File: src/rtl/mig_u_fetch_if.sv
// Mig-U fetch stage bus: reset/redirect control, instruction memory port and
// the instruction handshake toward decode. The fetch stage uses the master view.
interface mig_u_fetch_if #(
    parameter int unsigned ADDR_WIDTH = 32
);
    localparam int unsigned PW = ADDR_WIDTH - 2;

    logic [PW-1:0] rst_addr;
    logic          redirect_valid;
    logic [PW-1:0] redirect_addr;

    logic          imem_req_valid;
    logic          imem_req_ready;
    logic [PW-1:0] imem_req_addr;
    logic          imem_rsp_valid;
    logic [31:0]   imem_rsp_data;
    logic          imem_rsp_err;

    logic          insn_valid;
    logic          insn_ready;
    logic [31:0]   insn;
    logic [PW-1:0] insn_pc;
    logic          insn_fault;

    modport master (
        input  rst_addr, redirect_valid, redirect_addr,
        input  imem_req_ready, imem_rsp_valid, imem_rsp_data, imem_rsp_err,
        input  insn_ready,
        output imem_req_valid, imem_req_addr,
        output insn_valid, insn, insn_pc, insn_fault
    );

    modport slave (
        output rst_addr, redirect_valid, redirect_addr,
        output imem_req_ready, imem_rsp_valid, imem_rsp_data, imem_rsp_err,
        output insn_ready,
        input  imem_req_valid, imem_req_addr,
        input  insn_valid, insn, insn_pc, insn_fault
    );
endinterface

File: src/rtl/mig_u_fetch.sv
// Mig-U instruction fetch stage: credit-limited in-order requests, a small
// instruction FIFO toward decode, redirect flush with stale-response dropping,
// and halt-on-fault until the next redirect.
module mig_u_fetch #(
    parameter int unsigned ADDR_WIDTH = 32,
    parameter int unsigned BUF_DEPTH  = 2
) (
    input  logic          clk,
    input  logic          rst,
    mig_u_fetch_if.master fetch_bus
);
    localparam int unsigned PW   = ADDR_WIDTH - 2;
    localparam int unsigned PtrW = $clog2(BUF_DEPTH);
    localparam int unsigned CntW = $clog2(BUF_DEPTH + 1);

    typedef enum logic [0:0] {StRun, StHalt} state_e;

    state_e          state_q;
    logic [PW-1:0]   pc_q, pc_d;
    logic [PW-1:0]   rsp_pc_q, rsp_pc_d;
    logic [CntW-1:0] out_q, out_d;
    logic [CntW-1:0] drop_q, drop_d;
    logic [CntW-1:0] cnt_q, cnt_d;
    logic [PtrW-1:0] wr_ptr_q, wr_ptr_d;
    logic [PtrW-1:0] rd_ptr_q, rd_ptr_d;

    logic [31:0]          buf_data_q [BUF_DEPTH];
    logic [PW-1:0]        buf_pc_q   [BUF_DEPTH];
    logic [BUF_DEPTH-1:0] buf_err_q;

    logic insn_valid;
    logic pop;
    logic credit_ok;
    logic req_fire;
    logic push;

    // A same-cycle dequeue frees its credit immediately so 1-cycle memory sustains 1 IPC.
    assign insn_valid = !rst && (cnt_q != '0);
    assign pop        = insn_valid && fetch_bus.insn_ready;
    assign credit_ok  = (32'(out_q) + 32'(cnt_q)) < (BUF_DEPTH + 32'(pop));
    assign req_fire   = fetch_bus.imem_req_valid && fetch_bus.imem_req_ready;
    // Only responses of the current path land in the buffer; a redirect flushes this cycle's.
    assign push       = fetch_bus.imem_rsp_valid && (drop_q == '0) && !fetch_bus.redirect_valid;

    assign fetch_bus.imem_req_valid = !rst && (state_q == StRun) && !fetch_bus.redirect_valid
                                      && credit_ok;
    assign fetch_bus.imem_req_addr  = rst ? '0 : pc_q;
    assign fetch_bus.insn_valid     = insn_valid;
    assign fetch_bus.insn           = insn_valid ? buf_data_q[rd_ptr_q] : '0;
    assign fetch_bus.insn_pc        = insn_valid ? buf_pc_q[rd_ptr_q] : '0;
    assign fetch_bus.insn_fault     = insn_valid && buf_err_q[rd_ptr_q];

    // Next-state for PCs, credit counters and FIFO pointers.
    always_comb begin
        pc_d     = pc_q;
        rsp_pc_d = rsp_pc_q;
        out_d    = out_q + CntW'(req_fire) - CntW'(fetch_bus.imem_rsp_valid);
        drop_d   = drop_q;
        cnt_d    = cnt_q;
        wr_ptr_d = wr_ptr_q;
        rd_ptr_d = rd_ptr_q;
        if (fetch_bus.redirect_valid) begin
            pc_d     = fetch_bus.redirect_addr;
            rsp_pc_d = fetch_bus.redirect_addr;
            // Everything still in flight belongs to the abandoned path.
            drop_d   = out_d;
            cnt_d    = '0;
            wr_ptr_d = '0;
            rd_ptr_d = '0;
        end else begin
            if (req_fire) begin
                pc_d = pc_q + PW'(1);
            end
            if (push) begin
                rsp_pc_d = rsp_pc_q + PW'(1);
                wr_ptr_d = wr_ptr_q + PtrW'(1);
            end
            if (pop) begin
                rd_ptr_d = rd_ptr_q + PtrW'(1);
            end
            if (fetch_bus.imem_rsp_valid && (drop_q != '0)) begin
                drop_d = drop_q - CntW'(1);
            end
            cnt_d = cnt_q + CntW'(push) - CntW'(pop);
        end
    end

    // Control state, including the RUN/HALT machine.
    always_ff @(posedge clk) begin
        if (rst) begin
            state_q  <= StRun;
            pc_q     <= fetch_bus.rst_addr;
            rsp_pc_q <= fetch_bus.rst_addr;
            out_q    <= '0;
            drop_q   <= '0;
            cnt_q    <= '0;
            wr_ptr_q <= '0;
            rd_ptr_q <= '0;
        end else begin
            pc_q     <= pc_d;
            rsp_pc_q <= rsp_pc_d;
            out_q    <= out_d;
            drop_q   <= drop_d;
            cnt_q    <= cnt_d;
            wr_ptr_q <= wr_ptr_d;
            rd_ptr_q <= rd_ptr_d;
            unique case (state_q)
                StRun: begin
                    if (!fetch_bus.redirect_valid && push && fetch_bus.imem_rsp_err) begin
                        state_q <= StHalt;
                    end
                end
                StHalt: begin
                    if (fetch_bus.redirect_valid) begin
                        state_q <= StRun;
                    end
                end
                default: state_q <= StRun;
            endcase
        end
    end

    // Buffer storage; faulting entries carry a zero instruction word.
    always_ff @(posedge clk) begin
        if (push) begin
            buf_data_q[wr_ptr_q] <= fetch_bus.imem_rsp_err ? '0 : fetch_bus.imem_rsp_data;
            buf_pc_q[wr_ptr_q]   <= rsp_pc_q;
            buf_err_q[wr_ptr_q]  <= fetch_bus.imem_rsp_err;
        end
    end

    // A response may only answer an accepted request.
    a_rsp_has_req: assert property (@(posedge clk) disable iff (rst)
        fetch_bus.imem_rsp_valid |-> (out_q != '0));

    // Credits must keep the buffer from overflowing.
    a_no_overflow: assert property (@(posedge clk) disable iff (rst)
        (push && !pop) |-> (cnt_q != CntW'(BUF_DEPTH)));
endmodule

File: src/flat_wrapper.sv
// flat-port wrapper written by rule: the top's interface ports become plain ports
module mig_u_fetch_flat 
#(
    parameter int unsigned ADDR_WIDTH = 32,
    parameter int unsigned BUF_DEPTH  = 2
)
  (clk, rst, fetch_bus_rst_addr, fetch_bus_redirect_valid, fetch_bus_redirect_addr, fetch_bus_imem_req_ready, fetch_bus_imem_rsp_valid, fetch_bus_imem_rsp_data, fetch_bus_imem_rsp_err, fetch_bus_insn_ready, fetch_bus_imem_req_valid, fetch_bus_imem_req_addr, fetch_bus_insn_valid, fetch_bus_insn, fetch_bus_insn_pc, fetch_bus_insn_fault);
  mig_u_fetch_if #(.ADDR_WIDTH(ADDR_WIDTH)) fetch_bus_i ();
  input  logic clk;
  input  logic rst;
  input wire logic [$bits(fetch_bus_i.rst_addr)-1:0] fetch_bus_rst_addr;
  input wire logic [$bits(fetch_bus_i.redirect_valid)-1:0] fetch_bus_redirect_valid;
  input wire logic [$bits(fetch_bus_i.redirect_addr)-1:0] fetch_bus_redirect_addr;
  input wire logic [$bits(fetch_bus_i.imem_req_ready)-1:0] fetch_bus_imem_req_ready;
  input wire logic [$bits(fetch_bus_i.imem_rsp_valid)-1:0] fetch_bus_imem_rsp_valid;
  input wire logic [$bits(fetch_bus_i.imem_rsp_data)-1:0] fetch_bus_imem_rsp_data;
  input wire logic [$bits(fetch_bus_i.imem_rsp_err)-1:0] fetch_bus_imem_rsp_err;
  input wire logic [$bits(fetch_bus_i.insn_ready)-1:0] fetch_bus_insn_ready;
  output wire logic [$bits(fetch_bus_i.imem_req_valid)-1:0] fetch_bus_imem_req_valid;
  output wire logic [$bits(fetch_bus_i.imem_req_addr)-1:0] fetch_bus_imem_req_addr;
  output wire logic [$bits(fetch_bus_i.insn_valid)-1:0] fetch_bus_insn_valid;
  output wire logic [$bits(fetch_bus_i.insn)-1:0] fetch_bus_insn;
  output wire logic [$bits(fetch_bus_i.insn_pc)-1:0] fetch_bus_insn_pc;
  output wire logic [$bits(fetch_bus_i.insn_fault)-1:0] fetch_bus_insn_fault;
  assign fetch_bus_i.rst_addr = fetch_bus_rst_addr;
  assign fetch_bus_i.redirect_valid = fetch_bus_redirect_valid;
  assign fetch_bus_i.redirect_addr = fetch_bus_redirect_addr;
  assign fetch_bus_i.imem_req_ready = fetch_bus_imem_req_ready;
  assign fetch_bus_i.imem_rsp_valid = fetch_bus_imem_rsp_valid;
  assign fetch_bus_i.imem_rsp_data = fetch_bus_imem_rsp_data;
  assign fetch_bus_i.imem_rsp_err = fetch_bus_imem_rsp_err;
  assign fetch_bus_i.insn_ready = fetch_bus_insn_ready;
  assign fetch_bus_imem_req_valid = fetch_bus_i.imem_req_valid;
  assign fetch_bus_imem_req_addr = fetch_bus_i.imem_req_addr;
  assign fetch_bus_insn_valid = fetch_bus_i.insn_valid;
  assign fetch_bus_insn = fetch_bus_i.insn;
  assign fetch_bus_insn_pc = fetch_bus_i.insn_pc;
  assign fetch_bus_insn_fault = fetch_bus_i.insn_fault;
  mig_u_fetch #(.ADDR_WIDTH(ADDR_WIDTH), .BUF_DEPTH(BUF_DEPTH)) u_core (.clk(clk), .rst(rst), .fetch_bus(fetch_bus_i));
endmodule
File: config.mk
export PLATFORM = sky130hd
export DESIGN_NAME = mig_u_fetch_flat
export DESIGN_NICKNAME = d
export VERILOG_FILES = /design/src/rtl/mig_u_fetch_if.sv /design/src/rtl/mig_u_fetch.sv /design/src/flat_wrapper.sv
export SDC_FILE = /design/constraint.sdc
export NUM_CORES = 1
export LEC_CHECK = 0
export ABC_CLOCK_PERIOD_IN_PS = 13900
export CAP_MARGIN = 20
export CORE_AREA = 4 4 136 138
export DETAILED_ROUTE_END_ITERATION = 12
export DIE_AREA = 0 0 140 142
export GPL_TIMING_DRIVEN = 0
export PLACE_DENSITY = 0.84
export SYNTH_ARGS = -nofsm -noshare
export SYNTH_HDL_FRONTEND = slang
export SYNTH_SLANG_ARGS = --single-unit
File: constraint.sdc
create_clock -name clk -period 13.9 [get_ports clk]
set_input_delay 2.085 -clock clk [delete_from_list [all_inputs] [get_ports clk]]
set_output_delay 2.085 -clock clk [all_outputs]
set_load 0.01 [all_outputs]
[Yosys cells after proc, flatten, opt, wreduce, memory -nomap -nowiden]
Memories as Yosys holds them, arrays and structs flattened. A register that Yosys moved wholly into a read port is not among the register bits.
Cells that the tools add are included.
Word-level totals
  register bits after elaboration: 71
  RAM bits: 124
  output and inout bits: 95
  word-level logic and storage cells: 75
  memories: 2
Cells by class
  add/sub/neg operators: 11
  $lt $le $gt $ge: 4
  multiplexer cells: 26
  bitwise gates (word level): 1
  reductions and logical operators: 22
Memory list
  u_core.buf_data_q: words 2, width 32, read ports 1, clocked after Yosys merged registers in 1, write ports 1, RTL line mig_u_fetch.sv:27  | logic [31:0] buf_data_q [BUF_DEPTH];
  u_core.buf_pc_q: words 2, width 30, read ports 1, clocked after Yosys merged registers in 1, write ports 1, RTL line mig_u_fetch.sv:28  | logic [PW-1:0] buf_pc_q [BUF_DEPTH];
Operators by type and width (number)
  $mux 30: 8
  $mux 32: 2
  $add 30x1->30 const B: 2
  $lt 32x32->1: 1
  $logic_and 1x1->1: 13
  $mux 1: 11
  $reduce_bool 2->1: 3
  $reduce_bool 3->1: 2
  $add 2x1->2: 2
  $lt 1x2->1 const B: 2
  $mux 2: 2
  $sub 2x1->2: 2
  $add 2x1->3 const A: 1
  $add 2x2->3: 1
  $add 1x1->1 const B: 2
  $bwmux 2: 1
  $logic_not 1->1: 2
  $logic_not 2->1: 1
  $pmux 1 s2: 1
  $reduce_or 2->1: 1
  $sub 2x1->2 const B: 1
  $demux 1 s1: 1
  $ge 1x1->1 const B: 1
  $not 1->1: 1

[Depth between registers and ports, before layout]
  depth after elaboration: 10
  mapped depth: 10
  gate-level depth less buffers: 10

[Least setup slack after synthesis]
No wires, ideal clock.
  path type: input to register
  from: input port fetch_bus_redirect_valid
  to: memory u_core.buf_data_q[0][0] (enable)
  arrival: 6.821 ns
  path slack: 6.517 ns
  stages: 3
  path buffers: 2
  cell sequence: clkbuf_1 clkbuf_1 nor3_1
Between the ends
  word-level cells in the longest chain between the ends: 4
Ends and longest elaborated chain
  start, declared: RTL line flat_wrapper.sv:12  | input wire logic [$bits(fetch_bus_i.redirect_valid)-1:0] fetch_bus_redirect_valid;
  $logic_not 1->1: RTL line mig_u_fetch.sv:43  | assign push = fetch_bus.imem_rsp_valid && (drop_q == '0) && !fetch_bus.redirect_valid;
  $logic_and 1x1->1: RTL line mig_u_fetch.sv:43
  $mux 1: RTL line mig_u_fetch.sv:125  | if (push) begin
  $mux 1: RTL line mig_u_fetch.sv:126  | buf_data_q[wr_ptr_q] <= fetch_bus.imem_rsp_err ? '0 : fetch_bus.imem_rsp_data;
  end, declared: RTL line mig_u_fetch.sv:27
Every way passes these cells.

[Worst setup path in the final report]
  from: input port rst
  to: output port fetch_bus_insn_pc[24]
Between the ends
  word-level cells in the longest chain between the ends: 3
Ends and longest elaborated chain
  start, declared: RTL line flat_wrapper.sv:10  | input logic rst;
  $logic_not 1->1: RTL line mig_u_fetch.sv:38  | assign insn_valid = !rst && (cnt_q != '0);
  $logic_and 1x1->1: RTL line mig_u_fetch.sv:38
  $mux 30: RTL line mig_u_fetch.sv:50  | assign fetch_bus.insn_pc = insn_valid ? buf_pc_q[rd_ptr_q] : '0;
  end, declared: RTL line flat_wrapper.sv:23  | output wire logic [$bits(fetch_bus_i.insn_pc)-1:0] fetch_bus_insn_pc;
Every way passes these cells.

==> flow_metrics.py <==
metrics = {
    "run_status": {
        "status": "completed",
    },
    "hold_path": {
        "hold_depth": 0,
        "hp-class": "reg2reg",
    },
    "critical_path": {
        "path_buf_inv": 4,
        "cp-start-kind": "input pin",
        "cp_max_fo": 10,
        "worstSetupPathDepth": 6,
        "critical_path.most_common_cell": "clkbuf_1",
        "reg2reg_slack_ns": 10.87,
        "cp_slowest_cell": "clkbuf_1",
        "crit_family": "buffers and inverters",
        "max_stage_delay_ns": 0.58,
        "critical_path.cell_chain": "clkbuf_1 -> o21bai_1 -> clkbuf_1 -> clkbuf_1 -> nor2_1 -> clkdlybuf4s50_1",
        "cp_data_required_time_ns": 11.81,
        "worst_r2r_path_depth": 7,
        "path_class": "in2out",
        "critPathArrivalTime_ns": 4.40,
        "cp-end-kind": "output pin",
    },
    "timing": {
        "worst_pin_slew_ns": 0.9687,
        "hold_violations": 0,
        "setup_violations": 0,
        "setup_tns_ns": 0,
        "fmax_ghz": 0.1541,
        "fin_skew_ns": 0.01495,
        "timing.final.crit_period_ns": 6.489,
        "rsz0062_at_grt": "false",
        "slew_viol_final": 0,
        "min_period_over_period_pct": 46.68,
        "relSlewSlack_pct": 35.42,
        "hold_slack_ns": 0.5050,
    },
    "yosys": {
        "yosys.area_share.simple_pct": 14.92,
        "synth_fa_ha_area_share_pct": 1.275,
        "synthTopCellsByArea": "edfxtp_1 (59%), mux2i_1 (6.7%), nor2b_1 (4.2%)",
        "ys_ff_latch": 196,
        "netlist_instances": 789,
        "synthMuxAreaShare_pct": 6.692,
        "async_reset_ff_share_pct": 0,
        "yosysTopAreaCell": "edfxtp_1",
        "synth_compound_gate_area_share_pct": 7.476,
        "synth_top_family_by_area": "simple AND/OR/NAND/NOR gates",
        "dominantRegCellSynth": "edfxtp_1",
        "yosysUniqueCellTypes": 45,
        "yosysSeqAreaShare_pct": 61.40,
        "synth_top_area_share_pct": 59.27,
        "synth_xor_area_share_pct": 4.926,
        "syn_nets": 897,
        "avgSynthCellArea_sq_um": 11.94,
        "synth_edf_count": 186,
        "yosysWarnings": 0,
        "syn-cell-area_sq_mm": 0.009423,
    },
    "grt": {
        "grt.overflow.total": 0,
        "grt_first_pass_wirelength_um": 35630,
        "grt_max_degree": 64,
        "grtUsageTotal_pct": 22.82,
        "antenna_found_initial": 0,
        "grt_pass1_vias": 6878,
    },
    "cells_and_area": {
        "n_fill_cell": 1203,
        "antennaDiodeCount": 0,
        "fin_nets": 1116,
        "synthToLayoutAreaGrowth_pct": 30.94,
        "layout_common_cells": "clkdlybuf4s50_1 (192), edfxtp_1 (186), nor2_1 (91)",
        "drive_gt1_share_pct": 5.485,
        "finalNonFillerCells": 1246,
        "final_common_cell": "clkdlybuf4s50_1",
    },
    "clock_network": {
        "cts_setup_buffers": 0,
        "clk_path_buf_depth": 2,
        "cts_tree": "done",
        "ctsHoldBuffers": 0,
        "clkTransAtPathRegs_ns": 0.07,
        "ctsResizeCount": 0,
        "htree_levels": 4,
        "cts_buffers": 17,
        "cts_num_sinks": 196,
        "root_buffer": "clkbuf_16",
        "clock_latency_ns": 0.42,
    },
    "power_and_ir_drop": {
        "p_leak_nw": 4.183,
        "power.density_mw_per_mm2": 114.6,
        "irDropWorstVdd_uv": 81.02,
    },
    "routing": {
        "route.detailed.drc": 0,
        "ant_nets": 0,
        "drtIter0Drc": 519,
        "vias_per_cell": 5.563,
        "wl_um": 22980,
        "vias": 6932,
        "wl_per_cell_um": 18.44,
        "dr.pass1.iters": 6,
    },
    "floorplanning": {
        "initial_core_util_pct": 54.86,
        "num_io_pins": 194,
        "die-height_um": 142,
        "core-area_sq_mm": 0.01718,
        "die_x_um": 140,
        "dieArea_sq_mm": 0.01988,
        "core.rowCount": 48,
    },
    "placement": {
        "dp_cells": 1214,
        "dp_hpwl_um": 16640,
        "place_congestion": 0.8691,
        "port_buffers": 192,
    },
    "flow_run": {
        "drv_cap": 0,
    },
}
==> per-stage QoR <==
| stage | total power, mW | utilization (%) | instance area [sq um] | setup slack [ns] |
|---|---|---|---|---|
| 2_1_floorplan | 0.8370 | - | 9423 | 6.517 |
| 3_3_place_gp | 0.9208 | 67.69 | 11630 | 3.597 |
| 3_5_place_dp | 0.9304 | 68.37 | 11740 | 7.399 |
| 4_1_cts | 1.416 | 71.83 | 12340 | 7.358 |
| 5_1_grt | 1.465 | 71.83 | 12340 | 7.244 |
| 6_report | 1.414 | 71.83 | 12340 | 7.411 |
==> per-layer routing <==
metal,up-vias,global-route usage (%),part of all wire [%]
met4,0,8.057,2.4
met3,41,3.663,7.8
met5,-,0,0
li1,3283,-,-
met2,362,38.82,49
met1,3246,30.07,41
==> registers in the layout (all words and copies together), names as in the netlist, named ones only <==
| register | flops |
|---|---|
| u_core.buf_data_q | 64 |
| u_core.buf_err_q | 2 |
| u_core.buf_pc_q | 60 |
| u_core.cnt_q | 2 |
| u_core.drop_q | 2 |
| u_core.out_q | 2 |
| u_core.pc_q | 30 |
| u_core.rd_ptr_q | 1 |
| u_core.rsp_pc_q | 30 |
| u_core.state_q | 1 |
| u_core.wr_ptr_q | 1 |
==> final cells by class <==
type                       count  area [sq um]  area share (%)
clock inverter                15         168.9           1.369
tap                          225         281.5           2.282
buffer                        45         183.9           1.491
multi-input combinational    514          3333           27.02
timing repair buffer         200          2032           16.47
sequential                   196          5786           46.89
clock buffer                  17         425.4           3.448
inverter                      34         127.6           1.034
==> cells by family (layout without fill, tap and decap cells) <==
group,count (synthesis),count (layout)
flip-flops,196,196
adder cells (fa/ha/maj),9,9
multiplexers,63,63
AND/OR/NAND/NOR,271,271
buffers and inverters,79,311
XOR/XNOR,53,53
AO/OA/AOI/OAI,118,118
==> power breakdown <==
group	internal (mW)	switching [mW]
combinational	0.0935	0.0927
sequential	0.701	0.0351
clock	0.270	0.222
total	1.06	0.350
==> synth_stat cells, drive strengths merged, types with 10 or more instances <==
master    n
a21o     13
mux2i    63
nand3    23
xor2     26
clkbuf   36
nand2    23
a22oi    21
nor2b    64
nand4    18
nor4     11
xnor2    27
a21oi    25
edfxtp  186
o21ai    48
nor2     91
inv      34
dfxtp    10
==> final timing paths <==
kind | start | to
min reg2reg | u_core.rsp_pc_q[15] | u_core.buf_pc_q[0][15]
min | u_core.rsp_pc_q[15] | u_core.buf_pc_q[0][15]
max reg2reg | u_core.cnt_q[0] | u_core.pc_q[18]
max | rst | fetch_bus_insn_pc[24]
(Power assumes the default switching activity.)
